===== src/rtl/axis_crd_tx.sv =====
// Credit-flow link transmitter: buffers AXI-Stream beats in a 2-entry FIFO and
// forwards one beat per cycle while credits returned by the far-end receiver last.
module axis_crd_tx #(
    parameter int unsigned n       = 32,
    parameter int unsigned CREDITS = 4
) (
    input  logic                               aclk,
    input  logic                               aresetn,
    input  logic [8*n-1:0]                     in_tdata,
    input  logic                               in_tvalid,
    output logic                               in_tready,
    output logic [8*n-1:0]                     out_tdata,
    output logic                               out_tvalid,
    input  logic                               crd_return,
    output logic [$clog2(CREDITS+1)-1:0]       crd_count,
    output logic                               crd_err,
    output logic                               idle
);

    localparam int unsigned CRD_W = $clog2(CREDITS + 1);
    localparam logic [CRD_W-1:0] CRD_MAX = CRD_W'(CREDITS);

    logic [8*n-1:0] r_head, r_tail, r_out_tdata;
    logic [1:0]     r_occ;
    logic           r_in_tready, r_out_tvalid, r_crd_err;
    logic [CRD_W-1:0] r_crd;

    logic [8*n-1:0] w_head_d, w_tail_d, w_out_tdata_d;
    logic [1:0]     w_occ_d;
    logic [CRD_W-1:0] w_crd_d;
    logic           w_push, w_send, w_ovf;

    assign w_push = in_tvalid & r_in_tready;
    assign w_send = (r_occ != 2'd0) & (r_crd != '0);
    assign w_ovf  = crd_return & ~w_send & (r_crd == CRD_MAX);

    always_comb begin
        w_head_d      = r_head;
        w_tail_d      = r_tail;
        w_occ_d       = r_occ + {1'b0, w_push} - {1'b0, w_send};
        w_out_tdata_d = r_out_tdata;
        w_crd_d       = r_crd;

        if (w_send) begin
            w_out_tdata_d = r_head;
        end

        // head is always the oldest entry; tail is only valid when occ == 2
        unique case ({w_push, w_send})
            2'b10: begin
                if (r_occ == 2'd0) w_head_d = in_tdata;
                else               w_tail_d = in_tdata;
            end
            2'b01: begin
                if (r_occ == 2'd2) w_head_d = r_tail;
            end
            2'b11: begin
                if (r_occ == 2'd1) begin
                    w_head_d = in_tdata;
                end else begin
                    w_head_d = r_tail;
                    w_tail_d = in_tdata;
                end
            end
            default: ;
        endcase

        if (w_send & ~crd_return) begin
            w_crd_d = r_crd - 1'b1;
        end else if (~w_send & crd_return & ~w_ovf) begin
            w_crd_d = r_crd + 1'b1;
        end
    end

    always_ff @(posedge aclk or negedge aresetn) begin
        if (!aresetn) begin
            r_head       <= '0;
            r_tail       <= '0;
            r_occ        <= 2'd0;
            r_in_tready  <= 1'b0;
            r_out_tvalid <= 1'b0;
            r_out_tdata  <= '0;
            r_crd        <= CRD_MAX;
            r_crd_err    <= 1'b0;
        end else begin
            r_head       <= w_head_d;
            r_tail       <= w_tail_d;
            r_occ        <= w_occ_d;
            r_in_tready  <= (w_occ_d < 2'd2);
            r_out_tvalid <= w_send;
            r_out_tdata  <= w_out_tdata_d;
            r_crd        <= w_crd_d;
            if (w_ovf) r_crd_err <= 1'b1;
        end
    end

    assign in_tready  = r_in_tready;
    assign out_tvalid = r_out_tvalid;
    assign out_tdata  = r_out_tdata;
    assign crd_count  = r_crd;
    assign crd_err    = r_crd_err;
    assign idle       = (r_occ == 2'd0) & ~r_out_tvalid & (r_crd == CRD_MAX);

endmodule

===== config.mk =====
export PLATFORM = sky130hd
export DESIGN_NAME = axis_crd_tx
export DESIGN_NICKNAME = d
export VERILOG_FILES = /design/src/rtl/axis_crd_tx.sv
export SDC_FILE = /design/constraint.sdc
export NUM_CORES = 1
export LEC_CHECK = 0
export BUFFER_PORTS_ARGS = -buffer_cell sky130_fd_sc_hd__buf_2
export CORE_ASPECT_RATIO = 0.8
export CORE_MARGIN = 8
export CORE_UTILIZATION = 40
export CTS_CLUSTER_SIZE = 25
export DETAILED_ROUTE_END_ITERATION = 8
export GPL_TIMING_DRIVEN = 0
export PLACE_DENSITY = 0.61
export SYNTH_ARGS = -nofsm -noshare
export SYNTH_HDL_FRONTEND = slang
export SYNTH_SLANG_ARGS = --single-unit

===== constraint.sdc =====
create_clock -name aclk -period 8 [get_ports aclk]
set_clock_uncertainty 0.2 [all_clocks]
set_input_delay 1.6 -clock aclk [delete_from_list [all_inputs] [get_ports aclk]]
set_output_delay 1.6 -clock aclk [all_outputs]
set_load 0.01 [all_outputs]

==> results.toml <==
[run_status]
status = "finished, final reports clean"

[routing]
ant_nets = 0
post_drt_wl_per_cell_um = 21.1
routed_wl_mm = 91.8
routed-via-count = 22200
drt_iter0_markers = 1375
drt_first_pass_iters = 5
viasPerCell = 5.09
drcViolationCount = 0

[layout]
fillerInstances = 7263
area.growth.synth_to_final_pct = 21.6
drive_gt1_frac = 0.398
fin_util = 0.490
nets = 3446
postLayoutCellArea_um2 = 39400
finalNonFillerCells = 4358

[logic_synthesis]
netlist_instances = 2566
synthTopCellsByArea = "dfrtp_1 60%, mux2_2 15%, nand2_1 8.9%"
avgSynthCellArea_um2 = 12.6
ys_ff_latch = 776
seq_area_frac_synth = 0.599
netlist_area_um2 = 32400
yosys_warnings = 0
synthArstFlopShare = 1.00
synth_nets = 2833
synth_edf_count = 0
ys_types = 41
synth_flop_cell = "dfrtp_1"
synth_top_area_share = 0.599
yosys.area.top_type = "dfrtp_1"

[sta]
slew_viol_final = 0
finalSetupViolCount = 0
finalWorstSetupSlack_ns = 2.43
hold_violations = 0
period_share = 0.696
layout_min_cycle_time_ns = 5.57
rsz0062_at_grt = "false"
max-slew-margin-rel = 0.233
worst_slew_pin_slew_ns = 1.15
hold_slack_ns = 0.247
clock.fmax_mhz = 180

[die]
dieArea_um2 = 90400
core-area_um2 = 80400
pin_count = 523
die_x_um = 334
die_h_um = 271
start_util = 0.403
rows = 93

[place]
place.gp.congestion = 0.780
port_buffers = 521
dp_cells = 4187
dpl_worst_slack_ns = 2.15
hpwlAfterDp_mm = 65.0
place_area_um2 = 36600

[pwr]
switching_power_uw = 8100
vdd_drop_max_mv = 0.221
power_frac_comb = 0.495
internal_power_uw = 13300
p_seq_frac = 0.322
p_clk_frac = 0.183
p_sw_frac = 0.379
p_leak_uw = 0.0193
p_per_area_nw_per_um2 = 542

[cts]
cts_sinks = 776
cts_tree = "yes"
post_cts_buffers = 0
ctsResizeCount = 0
cts_hold_buffers = 0
clk_path_buf_depth = 3
cts_htree_levels = 3
cts-root-buf = "clkbuf_16"
cts_buffers = 82
clkLatencyLatePin_ns = 0.62
clk_pin_slew_ns = 0.07

[flow_run]
drv_cap = 0

[global_route]
grt.met1_usage = 0.269
grt-ovfl-total = 0
busiest_layer = "met2"
first_global_vias = 23300
track_usage = 0.199
use_met2 = 0.312
grt_start_max_net_pins = 118
grt_pass1_wl_mm = 142
met3_usage = 0.0529
grt_antenna_before_repair = 36

[critical_path]
required_ns = 8.30
crit_type = "register to register"
startpoint_type = "register"
worstPathMaxFanout = 13
end_kind = "register"
worstPathArrival_ns = 5.87

[hold_path]
hp-class = "register to register"
[state kept, by name, summed over array words and instances, names as in the netlist]
signal	count
out_tvalid	1
in_tready	1
r_tail	256
crd_count	3
out_tdata	256
r_head	256
crd_err	1
r_occ	2
[cell usage after synthesis, types with 2 or more instances]
library cell / count
buf_4: 22
nand3_1: 2
a21oi_1: 2
inv_1: 4
clkbuf_1: 80
a32o_1: 256
xor2_1: 2
buf_6: 21
dfrtp_1: 775
o22ai_1: 2
nor3_1: 2
mux2_4: 80
ha_1: 6
nor2_1: 4
buf_2: 69
o21ai_0: 6
buf_1: 9
nand2_1: 769
mux2_2: 433
[final timing paths]
check / endpoint / start / cells past startpoint / slack (ns)
min in group asynchronous: r_tail[181] / aresetn / 1 / 0.80
setup / recovery: r_tail[188] / crd_count[2] / 12 / 2.43
hold reg to reg: out_tdata[103] / r_head[103] / 2 / 0.25
setup reg to reg: r_tail[188] / crd_count[2] / 12 / 2.43
max in group asynchronous: out_tdata[59] / aresetn / 4 / 4.89
hold / removal: out_tdata[103] / r_head[103] / 2 / 0.25
[cell usage in the layout (no fill, tap or decap), types with 7 or more instances in the layout]
master | synthesis | final
dfrtp_1 | 775 | 775
nand2_1 | 769 | 769
buf_2 | 69 | 589
mux2_2 | 433 | 433
a32o_1 | 256 | 256
clkbuf_1 | 80 | 96
clkbuf_16 | 0 | 83
mux2_4 | 80 | 80
diode_2 | 0 | 24
buf_4 | 22 | 22
buf_6 | 21 | 21
clkbuf_8 | 0 | 18
clkinv_2 | 0 | 17
buf_1 | 9 | 9
bufinv_16 | 0 | 8
buf_16 | 0 | 7
[logic make-up (layout without fill, tap and decap cells)]
kind of cell | after synthesis | after routing | synth area share
AO/OA/AOI/OAI | 273 | 273 | 0.0824
XOR/XNOR | 3 | 3 | 0.000811
adder cells (fa/ha/maj) | 7 | 7 | 0.00294
buffers and inverters | 206 | 882 | 0.0340
flip-flops | 776 | 776 | 0.599
multiplexers | 514 | 514 | 0.188
other | 0 | 24 | 0
AND/OR/NAND/NOR | 787 | 787 | 0.0925
[metal layers]
metal	vias to the layer above	share of wire
met5	-	0.0016
met4	26	0.029
met3	165	0.062
met2	511	0.46
met1	11200	0.45
li1	10300	-
[worst max-delay path, cell delays in order, from the launching register on]
cell,delay (ns)
dfstp_2,0.58
clkbuf_1,0.31
or3_4,0.21
nand2_4,0.13
inv_4,0.17
clkbuf_1,0.51
buf_1,0.73
ha_1,0.34
mux2i_1,0.09
o22ai_1,0.56
clkbuf_1,0.78
buf_2,0.43
mux2_2,0.38
[final cells by class]
class	instances	area, um^2	share of cell area
tap	1092	1370	0.0347
inverter	5	21.3	0.000540
antenna	24	60.1	0.00152
buffer	201	1080	0.0274
clock inverter	30	368	0.00934
sequential	776	19400	0.493
clock buffer	117	2380	0.0605
timing repair buffer	529	2830	0.0717
multi-input combinational	1584	11900	0.301
[metrics by stage]
| step | total power, uW | setup TNS (ns) |
|---|---|---|
| CTS | 21600 | 0 |
| global placement | 17400 | -9308.77 |
| finish | 21400 | 0 |
| global route | 22800 | 0 |
| detailed placement | 17600 | 0 |
| floorplan | 14300 | 0 |
[power by group through the flow]
| stage | registers (uW) | clock network (uW) | logic (uW) |
|---|---|---|---|
| after detailed placement | 6910 | 0 | 10700 |
| final | 6870 | 3920 | 10600 |
| after floorplan | 6950 | 0 | 7380 |
| after CTS | 6870 | 4030 | 10700 |
| after global routing | 7110 | 4160 | 11600 |
| after global placement | 6880 | 0 | 10600 |
Note: power is estimated with default switching activity, not from simulation.
